==> config.mk <==
export PLATFORM = sky130hd
export DESIGN_NAME = pool_bin
export DESIGN_NICKNAME = d
export VERILOG_FILES = /design/src/rtl/bnn_pkg.sv /design/src/rtl/pool_linebuf.sv /design/src/rtl/pool_bin.sv
export SDC_FILE = /design/constraint.sdc
export NUM_CORES = 1
export LEC_CHECK = 0
export CAP_MARGIN = 0
export CORE_ASPECT_RATIO = 1.5
export CORE_MARGIN = 4
export CORE_UTILIZATION = 45
export CTS_BUF_LIST = sky130_fd_sc_hd__clkbuf_8
export DETAILED_ROUTE_END_ITERATION = 8
export HOLD_SLACK_MARGIN = 0.05
export MAX_ROUTING_LAYER = met4
export PLACE_DENSITY = 0.64
export SYNTH_ARGS = -nofsm -noshare
export SYNTH_HDL_FRONTEND = slang
export SYNTH_HIERARCHICAL = 1
export SYNTH_SLANG_ARGS = --single-unit
==> constraint.sdc <==
create_clock -name clk -period 3.4 [get_ports clk]
set_input_delay 0.68 -clock clk [delete_from_list [all_inputs] [get_ports clk]]
set_output_delay 0.68 -clock clk [all_outputs]
set_load 0.005 [all_outputs]
==> src/rtl/bnn_pkg.sv <==
// ---------------------------------------------------------------------------
// bnn_pkg
// Shared constants and helpers for the binary neural network datapath.
//   BNN_DW         : width of signed convolution results
//   BNN_W0/BNN_W1  : feature-map side lengths for layer-1 / layer-2 mode
//   POOL_N0/N1     : number of pooled results per map in each mode
//   smax()         : signed maximum of two convolution results
// ---------------------------------------------------------------------------
package bnn_pkg;

    localparam int BNN_DW  = 32;
    localparam int BNN_W0  = 24;
    localparam int BNN_W1  = 8;
    localparam int POOL_N0 = (BNN_W0 / 2) * (BNN_W0 / 2);
    localparam int POOL_N1 = (BNN_W1 / 2) * (BNN_W1 / 2);

    // Both operands are declared signed, so the comparison is a true
    // two's-complement compare and the most negative value cannot overflow.
    function automatic logic signed [BNN_DW-1:0] smax(
        input logic signed [BNN_DW-1:0] a,
        input logic signed [BNN_DW-1:0] b
    );
        return (a >= b) ? a : b;
    endfunction

endpackage

==> src/rtl/pool_linebuf.sv <==
// ---------------------------------------------------------------------------
// pool_linebuf
// Register-file line buffer that carries the horizontal pair maxima of an
// even row forward to the following odd row of the pooling window.
// Ports:
//   clk, rstn : clock and asynchronous active-low reset (clears all entries)
//   we        : write enable
//   waddr     : write entry (col>>1)
//   wdata     : signed data to store
//   raddr     : read entry (col>>1)
//   rdata     : asynchronous read data
// ---------------------------------------------------------------------------
module pool_linebuf
    import bnn_pkg::*;
#(
    parameter int DEPTH = BNN_W0 / 2,
    parameter int DW    = BNN_DW,
    parameter int AW    = $clog2(DEPTH)
) (
    input  logic                 clk,
    input  logic                 rstn,
    input  logic                 we,
    input  logic [AW-1:0]        waddr,
    input  logic signed [DW-1:0] wdata,
    input  logic [AW-1:0]        raddr,
    output logic signed [DW-1:0] rdata
);

    logic signed [DW-1:0] mem_q [DEPTH];

    // Single write port; every entry is cleared on reset so a map that
    // starts after reset never sees stale maxima.
    always_ff @(posedge clk or negedge rstn) begin
        if (!rstn) begin
            for (int i = 0; i < DEPTH; i++) begin
                mem_q[i] <= '0;
            end
        end else if (we) begin
            mem_q[waddr] <= wdata;
        end
    end

    // Read is combinational so the odd-row beat can compare against the
    // stored pair maximum in the same cycle it arrives.
    assign rdata = mem_q[raddr];

endmodule

==> src/rtl/pool_bin.sv <==
// ---------------------------------------------------------------------------
// pool_bin
// 2x2 stride-2 max pooling followed by binarisation of a row-major stream of
// signed convolution results (W0xW0 in mode 0, W1xW1 in mode 1).
// Ports:
//   clk, rstn : clock and asynchronous active-low reset
//   state     : layer mode, sampled on the first beat of each map
//   ivalid    : input beat valid (no backpressure)
//   idone     : marks the final beat of a map, together with ivalid
//   din       : signed convolution result
//   thresh    : signed threshold, present only with POOL_BIN_THRESH_EN
//   ovalid    : one-cycle pulse per pooled result
//   dout      : binarised pooled maximum
//   oidx      : raster index of the pooled result
//   odone     : pulses with the final result of a map
//   err       : sticky framing error (misplaced or missing idone)
// Optional feature macro: POOL_BIN_THRESH_EN
//   defined   : dout = (max >= thresh), thresh latched on the first beat
//   undefined : dout = (max >= 0), taken from the sign bit
// ---------------------------------------------------------------------------
module pool_bin
    import bnn_pkg::*;
#(
    parameter int DW   = BNN_DW,
    parameter int W0   = BNN_W0,
    parameter int W1   = BNN_W1,
    parameter int IDXW = 8
) (
    input  logic                 clk,
    input  logic                 rstn,
    input  logic                 state,
    input  logic                 ivalid,
    input  logic                 idone,
    input  logic signed [DW-1:0] din,
`ifdef POOL_BIN_THRESH_EN
    input  logic signed [DW-1:0] thresh,
`endif
    output logic                 ovalid,
    output logic                 dout,
    output logic [IDXW-1:0]      oidx,
    output logic                 odone,
    output logic                 err
);

    localparam int CW = $clog2(W0);
    localparam int AW = CW - 1;
    localparam logic [CW-1:0] LAST0 = CW'(W0 - 1);
    localparam logic [CW-1:0] LAST1 = CW'(W1 - 1);

    logic [CW-1:0]        col_q, col_d;
    logic [CW-1:0]        row_q, row_d;
    logic                 mode_q, mode_d;
    logic signed [DW-1:0] hold_q, hold_d;
    logic [IDXW-1:0]      cnt_q, cnt_d;
    logic                 ovalid_q, ovalid_d;
    logic                 dout_q, dout_d;
    logic [IDXW-1:0]      oidx_q, oidx_d;
    logic                 odone_q, odone_d;
    logic                 err_q, err_d;

    logic                 firstBeat;
    logic                 modeEff;
    logic [CW-1:0]        lastPos;
    logic                 atLast;
    logic                 earlyDone;
    logic                 accept;
    logic                 lbWe;
    logic                 winDone;
    logic                 winBit;
    logic [AW-1:0]        lbAddr;
    logic signed [DW-1:0] lbRdata;
    logic signed [DW-1:0] winMax;
    logic signed [DW-1:0] colMax;

`ifdef POOL_BIN_THRESH_EN
    logic signed [DW-1:0] thresh_q, thresh_d;
`endif

    pool_linebuf #(
        .DEPTH (W0 / 2),
        .DW    (DW),
        .AW    (AW)
    ) u_linebuf (
        .clk   (clk),
        .rstn  (rstn),
        .we    (lbWe),
        .waddr (lbAddr),
        .wdata (winMax),
        .raddr (lbAddr),
        .rdata (lbRdata)
    );

    // Position decode. On the first beat of a map the mode register has not
    // been loaded yet, so the live state input decides the map size for that
    // beat. A beat carrying idone anywhere except the last position aborts
    // the map and is not allowed to touch the pooling datapath.
    always_comb begin
        firstBeat = (row_q == '0) && (col_q == '0);
        modeEff   = firstBeat ? state : mode_q;
        lastPos   = modeEff ? LAST1 : LAST0;
        atLast    = (row_q == lastPos) && (col_q == lastPos);
        earlyDone = ivalid && idone && !atLast;
        accept    = ivalid && !earlyDone;
        lbAddr    = col_q[CW-1:1];
        winMax    = smax(hold_q, din);
        colMax    = smax(lbRdata, din);
        lbWe      = accept && !row_q[0] && col_q[0];
        winDone   = accept && row_q[0] && col_q[0];
    end

    // Binarisation of the completed window maximum. Without the threshold
    // option zero counts as positive, which is exactly the inverted sign bit.
    always_comb begin
`ifdef POOL_BIN_THRESH_EN
        winBit = (winMax >= thresh_q);
`else
        winBit = ~winMax[DW-1];
`endif
    end

    // Next-state logic. Even-row beats build horizontal pair maxima (first
    // in hold, then in the line buffer); odd-row beats fold in the stored
    // pair and the window closes on the odd column. The last position and an
    // aborted map both return counters and the pooled index to frame start.
    always_comb begin
        col_d    = col_q;
        row_d    = row_q;
        mode_d   = mode_q;
        hold_d   = hold_q;
        cnt_d    = cnt_q;
        ovalid_d = winDone;
        dout_d   = dout_q;
        oidx_d   = oidx_q;
        odone_d  = winDone && atLast;
        err_d    = err_q | earlyDone | (ivalid && atLast && !idone);
`ifdef POOL_BIN_THRESH_EN
        thresh_d = thresh_q;
`endif

        if (ivalid && firstBeat) begin
            mode_d = state;
`ifdef POOL_BIN_THRESH_EN
            thresh_d = thresh;
`endif
        end

        if (ivalid) begin
            if (earlyDone || atLast) begin
                col_d = '0;
                row_d = '0;
            end else if (col_q == lastPos) begin
                col_d = '0;
                row_d = row_q + 1'b1;
            end else begin
                col_d = col_q + 1'b1;
            end
        end

        if (accept && !col_q[0]) begin
            hold_d = row_q[0] ? colMax : din;
        end

        if (winDone) begin
            dout_d = winBit;
            oidx_d = cnt_q;
            cnt_d  = atLast ? '0 : cnt_q + 1'b1;
        end else if (earlyDone) begin
            cnt_d = '0;
        end
    end

    // State registers; everything, including the sticky error flag, is
    // cleared asynchronously so the next beat after reset is position (0,0).
    always_ff @(posedge clk or negedge rstn) begin
        if (!rstn) begin
            col_q    <= '0;
            row_q    <= '0;
            mode_q   <= 1'b0;
            hold_q   <= '0;
            cnt_q    <= '0;
            ovalid_q <= 1'b0;
            dout_q   <= 1'b0;
            oidx_q   <= '0;
            odone_q  <= 1'b0;
            err_q    <= 1'b0;
`ifdef POOL_BIN_THRESH_EN
            thresh_q <= '0;
`endif
        end else begin
            col_q    <= col_d;
            row_q    <= row_d;
            mode_q   <= mode_d;
            hold_q   <= hold_d;
            cnt_q    <= cnt_d;
            ovalid_q <= ovalid_d;
            dout_q   <= dout_d;
            oidx_q   <= oidx_d;
            odone_q  <= odone_d;
            err_q    <= err_d;
`ifdef POOL_BIN_THRESH_EN
            thresh_q <= thresh_d;
`endif
        end
    end

    assign ovalid = ovalid_q;
    assign dout   = dout_q;
    assign oidx   = oidx_q;
    assign odone  = odone_q;
    assign err    = err_q;

endmodule

Word-level counts from Yosys, hierarchy flattened
Cells that the tools add are included.
Operators by class
  add/subtract/negate cells: 3
  $lt $le $gt $ge: 4
  equality and inequality tests: 2
  muxes and demuxes: 18
  bitwise operators: 4
  reductions and logical operators: 26
Operators with widths (count)
  $bwmux 384: 1
  $mux 32: 6
  $bmux 32 s4: 1
  $demux 32 s4: 1
  $ge 32x32->1: 2
  $mux 5: 5
  $mux 8: 3
  $logic_and 1x1->1: 15
  $add 5x1->5 const B: 2
  $eq 5x5->1: 2
  $logic_not 5->1: 2
  $add 8x1->8 const B: 1
  $ge 5x5->1 const B: 1
  $logic_not 1->1: 5
  $lt 5x1->1 const B: 1
  $not 4->5: 1
  $reduce_bool 2->1: 2
  $or 1x1->1: 2
  $reduce_and 2->1: 1
  $logic_or 1x1->1: 1
  $mux 1: 1
  $not 1->1: 1
Storage, ports and cells
  bits in registers: 447
  input bits: 37
  output and inout port bits: 12
  word-level logic and storage cells: 79

Depth between registers and ports, before layout
Gate-level depths: netlist (run 1).
  depth after elaboration: 13
  mapped depth: 16
  gate-level depth less buffers: 12

Modules after synthesis
Netlist (run 1), hierarchy kept.
By module, submodules not included
  pool_linebuf: instances 1, cells an instance 1157, area each 17386.7 µm², sequential area each 9609.2 µm²
  pool_bin: instances 1, cells an instance 593, area each 5007.3 µm², sequential area each 1576.5 µm²

Worst setup path after synthesis (run 1)
OpenSTA, ideal clock, no wires.
  kind: reg-to-reg
  start point: register col_q[1]
  end point: register hold_q[0]
  setup time: 0.146 ns
  arrival time: 3.528 ns
  required time: 3.254 ns
  slack: -0.274 ns
  stages on the path, launching flop included: 14
  buffers on the path: 3
  clock period less this slack: 3.674 ns
  path through: dfrtp_1 > buf_2 > buf_2 > mux4_2 > nor2_1 > o31ai_1 > ha_1 > a21o_1 > a21o_1 > a221oi_1 > nor3b_1 > a211oi_2 > clkbuf_1 > o221ai_1
Between the ends
  elaborated cells on any way between the ends: 19
  classes of those cells: order compare: 1; eq/ne: 2; mux: 7; bitwise: 1; reduce/logical: 8
RTL lines
  from (decl): RTL line pool_bin.sv:50  | logic [CW-1:0] col_q, col_d;
  from (signal assigned): RTL line pool_bin.sv:190  | col_q <= col_d;
  $not 4->5 (implied by the code): RTL line pool_linebuf.sv:45  | assign rdata = mem_q[raddr];
  $bmux 32 s4: RTL line pool_linebuf.sv:45
  $mux 32 (implied by the code) (2 in a row): RTL line pool_linebuf.sv:45
  via lbRdata[9]: RTL line pool_bin.sv:71  | logic signed [DW-1:0] lbRdata;
  $ge 32x32->1: RTL line bnn_pkg.sv:23  | return (a >= b) ? a : b;
  $mux 32: RTL line bnn_pkg.sv:23
  $mux 32: RTL line pool_bin.sv:160  | hold_d = row_q[0] ? colMax : din;
  to (signal assigned): RTL line pool_bin.sv:193  | hold_q <= hold_d;
  to (decl): RTL line pool_bin.sv:53  | logic signed [DW-1:0] hold_q, hold_d;
The timed path passes the listed nets, and every way through them passes these cells. The select of a mux whose other input is x is not followed.
A chain may end at the register's enable or synchronous reset.

Worst setup path after layout (run 1)
  start point: register col_q[1]
  end point: register hold_q[12]
The elaborated chain is that of the path after synthesis.

==> out/qor.txt, run 1 <==
Part of the power in combinational logic: 0.357
Detail Route met3 WL: 2891 µm
Setup slack of the critical path after layout: -414.8 ps
Global router's overall resource usage: 0.2399
Via total after detailed routing: 15820
Net switching fraction of the power: 0.3291
Highest routed metal layer: met4
Clock transition at the registers of the reported paths: 60 ps
Horizontal extent of the die: 190.1 µm
Highest clock rate: 262.1 MHz
Cell family contributing the most delay on the critical path: buffers and inverters
Number of global-route vias before repair: 16740
TritonCTS clock tree: built
Total Die Area: 53470 µm²
Post-synth top area share: 0.4995
Area growth syn-to-layout: 29.35%
I/O Buffers: 48
Data arrival time of the critical path: 4300 ps
Worst Path Buf+Inv: 8
Total number of yosys warnings: 6
Failing checks: negative setup slack
Worst slew slack as a fraction of its limit: 0.2910
Routability cong.: 0.9059
Most area-consuming cells after synthesis: sky130_fd_sc_hd__dfrtp_1 50%, sky130_fd_sc_hd__mux2_2 21%, sky130_fd_sc_hd__mux4_2 6.4%
Crit share post-route: 1.122
Share of cells above drive strength 1: 0.4969
Remaining design rule violation count: 0
R2r setup slk: -410 ps
Instance count of the mapped netlist: 1750
I/O pin count: 49
Most numerous cell on the critical path: sky130_fd_sc_hd__buf_12
Actual transition at the worst max-transition pin: 1055 ps
Mean Syn Cell Area: 12.80 µm²
Synthesized net count: 1856
Element type at the critical path start: flop
Row count: 99
Power density cells: 595.5 nW/µm²
Max VDD drop: 0.0003065 V
Worst hold path type: in2async
Final critical delay including setup and external delays: 3815 ps
Cells along the critical path: buf_12 > buf_12 > buf_16 > buf_12 > mux4_2 > nand2_1 > o31ai_2 > ha_1 > nand4_1 > buf_4 > nor4b_4 > buf_4 > nor3b_4 > a211oi_4 > buf_12 > buf_12 > nand3_2 > o221ai_2
Fraction of synthesis flops using an asynchronous set or reset pin: 1.000
Max capacitance violation total: 0
Netlist cell types: 61
Setup repair after global routing missed its margin: yes
Endpoints failing hold: 0
Clock Power Share: 0.257
Fill cell instance count of the final layout: 3793
Predominant post-synthesis flop cell: sky130_fd_sc_hd__dfrtp_1
Worst Reg2Reg Path Length in Cells: 18
Die span in y: 281.2 µm
Share of synthesized area occupied by flip-flops and latches: 0.4995
Total clock sinks: 447
Number of enable flip-flop cells after synthesis: 0
Placeable core region: 48930 µm²
Maximum level of the CTS H-tree: 3
Internal Pwr Total: 11.57 mW
Reg2reg end: hold_q[12]$_DFFE_PN0P_
Number of antenna violations at the first check in global routing: 1
Worst path max stage delay: 500 ps
Status: complete, but fails checks
Cell area after technology mapping: 22390 µm²
Initial cell density of the core: 0.4577
First-pass GRT wire length: 96090 µm
Clock latency at the later pin of the worst-skew pair: 650 ps
Total global routing overflow: 0
Max Transition Viols Final: 0
WL met1: 26080 µm
Worst EP required: 3880 ps
Pre-antenna DRT Iters: 5
Kind of end point of the critical path: flop
Pin count of the biggest net entering global routing: 99
LEAKAGE: 13.92 nW
Setup Skew: 38.12 ps
DRT antenna net count: 0
Library cell used as clock root buffer: sky130_fd_sc_hd__clkbuf_8
Met2 Routed Length: 32220 µm
TritonCTS Buffers: 71
DR vias/cell: 5.732
CP max stage cell: sky130_fd_sc_hd__dfrtp_4
Pwr Total: 17.25 mW
Detailed placement HPWL: 39260 µm
Starting DRC count in detailed routing: 828
Finish-stage setup viols: 356
Critical path startpoint: col_q[1]$_DFFE_PN0P_
Sum of negative setup slack: -37420 ps
Flop pwr share: 0.385
Final WL: 63650 µm
R2R Path Start: col_q[1]$_DFFE_PN0P_
Post-synthesis sequential element count: 447
Routed wire per std cell: 23.06 µm
Nets@finish: 2159
Maximum clock path buffer count: 3
Critical-path maximum fanout: 8
Most area-hungry cell type in the Yosys netlist: sky130_fd_sc_hd__dfrtp_1
Power spent charging and discharging nets: 5.677 mW
Setup Crit Path Kind: reg2reg
[metrics by stage]
stage | cells | instance area [µm²] | worst slack, ps | hold WS, ps | utilization
2_1_floorplan | 1750 | 22440 | 5.902 | 384.4 | -
3_3_place_gp | 2579 | 25670 | -802.8 | 464.3 | 0.5246
3_5_place_dp | 2579 | 25670 | -861.9 | 466.4 | 0.5246
4_1_cts | 2735 | 28160 | -377.2 | 100.1 | 0.5756
5_1_grt | 2760 | 28970 | -564.0 | 131.9 | 0.5920
6_report | 2760 | 28970 | -414.8 | 75.72 | 0.5920
[sequential cells by signal, indices dropped and copies added, names as in the netlist]
name,flops
cnt_q,8
col_q,5
dout,1
err,1
hold_q,32
mode_q,1
odone,1
oidx,8
ovalid,1
row_q,5
u_linebuf/mem_q,384
[worst max-delay path by stage]
stage	end	cells after the start	slack, ps
after CTS	hold_q[24]$_DFFE_PN0P_	18	-380
final	hold_q[12]$_DFFE_PN0P_	18	-410
after floorplan	u_linebuf/mem_q[33]$_DFFE_PN0P_	14	6
after global placement	u_linebuf/mem_q[336]$_DFFE_PN0P_	13	-800
after global routing	hold_q[12]$_DFFE_PN0P_	18	-560
after detailed placement	u_linebuf/mem_q[336]$_DFFE_PN0P_	13	-860
[kinds of logic after synthesis]
kind of cell | count (synthesis) | synth area share
compound gates | 211 | 0.06520
simple gates | 279 | 0.05811
buf+inv | 214 | 0.04067
mux | 524 | 0.2956
xor+xnor | 6 | 0.002347
fa+ha+maj | 69 | 0.03855
flops | 447 | 0.4995
[layer usage]
layer / vias up / track usage
met4: 0 / 0.09619
met1: 8299 / 0.2932
met2: 388 / 0.4029
li1: 6984 / -
met3: 148 / 0.03516
met5: - / -
[what timing repair did]
action	CTS	global route
endpoints found under the hold margin	0	0
cloned	11	10
hold buffers	0	0
setup endpoints to repair	416	416
setup buffers	26	18
gates resized for setup	139	95
pin swaps	29	35
[cell type report]
cell class / instances / area (µm²) / area share
multi-input cells: 1089 / 11330 / 0.3912
flip-flops and latches: 447 / 11200 / 0.3865
repair buffers: 370 / 3990 / 0.1377
clock buffers: 82 / 1129 / 0.03896
well taps: 656 / 820.8 / 0.02834
inverters: 74 / 282.8 / 0.009762
clock inverters: 41 / 215.2 / 0.007429
diodes: 1 / 2.502 / 0.00008639
[power groups by stage]
stage	combinational, mW	sequential, mW	clock (mW)
floorplan	3.16	6.57	0
global placement	4.98	6.69	0
detailed placement	5.11	6.74	0
CTS	5.79	6.65	4.55
global route	6.63	6.75	4.77
finish	6.17	6.65	4.44
[synthesized netlist by cell type, drive strengths merged (3+ instances only)]
master	number
mux2	459
dfrtp	447
nand2	123
clkbuf	76
inv	74
ha	69
buf	64
mux4	64
nor2	54
o21ai	47
nand3	45
o22ai	35
o221ai	32
o31ai	32
a21oi	25
a21o	11
nand4	11
nand2b	8
nor3	7
nor4	5
xor2	5
a2111oi	4
a221o	4
and3	4
nand3b	4
nor2b	4
nor3b	4
a22o	3
[layout by cell type, fill, tap and decap left out, types with 11 or more instances in the layout]
cell                              netlist  routed
sky130_fd_sc_hd__clkdlybuf4s50_1        0      45
sky130_fd_sc_hd__nand2_1              123     119
sky130_fd_sc_hd__mux4_2                64      64
sky130_fd_sc_hd__ha_1                  69      64
sky130_fd_sc_hd__a21o_1                11      11
sky130_fd_sc_hd__nand3_2                0      17
sky130_fd_sc_hd__mux2_2               416     392
sky130_fd_sc_hd__mux2_4                 0      32
sky130_fd_sc_hd__nor2_1                54      38
sky130_fd_sc_hd__buf_12                 0      49
sky130_fd_sc_hd__dfrtp_1              447     443
sky130_fd_sc_hd__buf_4                 10     231
sky130_fd_sc_hd__buf_16                 0      11
sky130_fd_sc_hd__nand3_1               45      25
sky130_fd_sc_hd__o21ai_0               43      38
sky130_fd_sc_hd__o31ai_2                0      14
sky130_fd_sc_hd__nand4_1               11      11
sky130_fd_sc_hd__o221ai_2               0      27
sky130_fd_sc_hd__buf_6                  2      17
sky130_fd_sc_hd__o22ai_1               35      30
sky130_fd_sc_hd__mux2_1                43      35
sky130_fd_sc_hd__a21oi_1               24      23
sky130_fd_sc_hd__inv_1                 74     103
sky130_fd_sc_hd__clkbuf_8               0      82
No activity file was read; power rests on OpenSTA's default activity.
==> run 2, diff against run 1 <==
Settings changed: CTS_BUF_LIST sky130_fd_sc_hd__clkbuf_8 to sky130_fd_sc_hd__clkbuf_16.
==> run 2 against run 1 <==
  * The run still ends with negative setup slack left
  * Register-to-register slack about the same
  * Utilization up 0.46 points
  * Via count up 1.0%
  * First-iteration DRC count up 2.3%
  * Sequential share of layout area down 0.29 points
  * Die area unchanged
  * Critical path type unchanged
  * Highest routed layer unchanged
  * Sequential power about the same
  * Sequential cell count unchanged
  * Clock power up 4%
  * Setup slack better by 7.2 ps
  * Combinational power about the same
==> out/qor.txt, run 2 (synthesis gave the netlist of run 1 again) <==
Setup repair after global routing missed its margin: yes
CP max stage cell: sky130_fd_sc_hd__dfrtp_4
Highest clock rate: 262.6 MHz (+0.19%)
Starting DRC count in detailed routing: 847 (+2.3%)
Library cell used as clock root buffer: sky130_fd_sc_hd__clkbuf_16
Setup slack of the critical path after layout: -407.7 ps (+7.153 ps)
Cell family contributing the most delay on the critical path: buffers and inverters
Diodes inserted: 0 (-1)
Largest register by flop count: u_linebuf/mem_q
Number of antenna violations at the first check in global routing: 0 (-1)
Via total after detailed routing: 15980 (+1.0%)
Setup Crit Path Kind: reg2reg
I/O Buffers: 48 (unchanged)
R2r setup slk: -410 ps (about the same)
Pre-antenna DRT Iters: 5 (unchanged)
Max VDD drop: 0.0003698 V (+21%)
Actual transition at the worst max-transition pin: 1051 ps (-4.007 ps)
Critical-path maximum fanout: 8 (unchanged)
Maximum level of the CTS H-tree: 2 (-1)
Worst Path Buf+Inv: 8 (unchanged)
Clock transition at the registers of the reported paths: 60 ps (about the same)
TritonCTS Buffers: 45 (-37%)
Routed wire per std cell: 23.70 µm (+2.8%)
Initial cell density of the core: 0.4577 (unchanged)
Placeable core region: 48930 µm² (unchanged)
Dpl ws: -861.9 ps (unchanged)
Failing checks: negative setup slack
Crit share post-route: 1.120 (-0.002104)
Row count: 99 (unchanged)
Cells along the critical path: buf_12 > buf_12 > buf_16 > buf_4 > mux2_2 > o22ai_2 > o31ai_4 > ha_1 > nand4_1 > buf_4 > nor4_4 > buf_4 > nand3_4 > a31oi_4 > a211oi_4 > buf_12 > clkbuf_16 > nand3_2 > o221ai_2
TritonCTS clock tree: built
Share of cells above drive strength 1: 0.4947 (-0.002177)
I/O pin count: 49 (unchanged)
Fill cell instance count of the final layout: 3751 (-1.1%)
Commonest non-fill, non-tap cell in the layout: sky130_fd_sc_hd__dfrtp_1
Routability cong.: 0.9059 (unchanged)
Worst Reg2Reg Path Length in Cells: 19 (+1)
Die span in y: 281.2 µm (unchanged)
Kind of end point of the critical path: flop
Total global routing overflow: 0 (unchanged)
Data arrival time of the critical path: 4220 ps (-80 ps)
Max FFs per register: 384 (unchanged)
Final critical delay including setup and external delays: 3808 ps (-7.153 ps)
Finish-stage setup viols: 283 (-21%)
Number of global-route vias before repair: 16660 (-0.45%)
DR vias/cell: 5.823 (+1.6%)
Remaining design rule violation count: 0 (unchanged)
Pin count of the biggest net entering global routing: 99 (unchanged)
Final WL: 65030 µm (+2.2%)
Footprint of the multi-input gates: 11240 µm² (-0.83%)
Maximum clock path buffer count: 3 (unchanged)
Worst path max stage delay: 500 ps (about the same)
Element type at the critical path start: flop
DRT antenna net count: 0 (unchanged)
Horizontal extent of the die: 190.1 µm (unchanged)
Sum of negative setup slack: -36580 ps (+839.2 ps)
Seq. cell area: 11200 µm² (unchanged)
Endpoints failing hold: 0 (unchanged)
Power density cells: 598.5 nW/µm² (+0.51%)
Detailed placement HPWL: 39260 µm (unchanged)
Clock latency at the later pin of the worst-skew pair: 570 ps (-80 ps)
Status: complete, but fails checks
Max Transition Viols Final: 0 (unchanged)
Commonest cells after routing, fill and taps aside: 443 x sky130_fd_sc_hd__dfrtp_1, 414 x sky130_fd_sc_hd__mux2_2, 255 x sky130_fd_sc_hd__buf_4, 120 x sky130_fd_sc_hd__nand2_1, 84 x sky130_fd_sc_hd__inv_1
Total Die Area: 53470 µm² (unchanged)
Area growth syn-to-layout: 30.34%
WHS: 140.8 ps (+65.07 ps)
Reg2reg end: hold_q[17]$_DFFE_PN0P_
Worst hold path type: in2async
First-pass GRT wire length: 96740 µm (+0.68%)
Worst slew slack as a fraction of its limit: 0.2937 (+0.002692)
Max capacitance violation total: 0 (unchanged)
R2R Path Start: col_q[1]$_DFFE_PN0P_
Setup Skew: 34.06 ps (-4.068 ps)
Nets@finish: 2161 (+0.093%)
Total clock sinks: 447 (unchanged)
Largest registers: u_linebuf/mem_q (384), hold_q (32)
LEAKAGE: 14.07 nW (+1.1%)
Worst EP required: 3820 ps (-60 ps)
Global router's overall resource usage: 0.2413 (+0.001438)
==> run 2: cell types whose count changed in the layout (fill, tap and decap cells not counted), sizes merged, moves of 5 or more <==
cell / change
clkinv: +16
clkdlybuf4s50: -9
dlymetal6s2s: +8
bufbuf: +5
inv: -21
buf: +20
clkbuf: -34
==> run 2: where the power goes <==
group / switching (mW) / internal (mW)
sequential: 0.465 / 6.19
clock: 2.07 / 2.55
combinational: 3.09 / 3.11
==> run 2: layer usage <==
metal / part of all wire / track usage / vias up
met5: 0 / - / -
met4: 0.043 / 0.09895 / 0
met3: 0.045 / 0.03839 / 170
met2: 0.51 / 0.4061 / 417
met1: 0.40 / 0.2913 / 8400
li1: - / - / 6990
==> run 2: metrics by stage <==
| stage | instance area (µm²) | util | power [mW] | std cells |
|---|---|---|---|---|
| floorplan | 22440 | - | 9.736 | 1750 |
| global placement | 25670 | 0.5246 | 11.67 | 2579 |
| detailed placement | 25670 | 0.5246 | 11.86 | 2579 |
| CTS | 28060 | 0.5736 | 17.00 | 2700 |
| global route | 29190 | 0.5966 | 18.32 | 2744 |
| finish | 29190 | 0.5966 | 17.47 | 2744 |
==> run 2: layout make-up <==
cell class,count,share of cell area
timing repair buffer,398,0.1480
multi-input combinational,1089,0.3850
inverter,74,0.009516
clock buffer,45,0.03858
clock inverter,35,0.007244
tap,656,0.02812
sequential,447,0.3836
==> run 2: worst max path at each step <==
stage / depth (start not counted) / to / slack [ps] / start
after global routing: 17 / hold_q[23]$_DFFE_PN0P_ / -500 / col_q[1]$_DFFE_PN0P_
final: 19 / hold_q[17]$_DFFE_PN0P_ / -410 / col_q[1]$_DFFE_PN0P_
after detailed placement: 13 / u_linebuf/mem_q[336]$_DFFE_PN0P_ / -860 / din[0]
after CTS: 19 / hold_q[31]$_DFFE_PN0P_ / -360 / col_q[1]$_DFFE_PN0P_
after global placement: 13 / u_linebuf/mem_q[336]$_DFFE_PN0P_ / -800 / din[0]
after floorplan: 14 / u_linebuf/mem_q[33]$_DFFE_PN0P_ / 6 / row_q[0]$_DFFE_PN0P_
==> run 2: what timing repair did <==
| item | 4_1_cts | 5_1_grt |
|---|---|---|
| cloned | 15 | 12 |
| setup buffers | 26 | 35 |
| resized for setup | 92 | 118 |
| hold buffers | 0 | 0 |
| endpoints found under the setup margin | 416 | 416 |
| pin swaps | 16 | 43 |
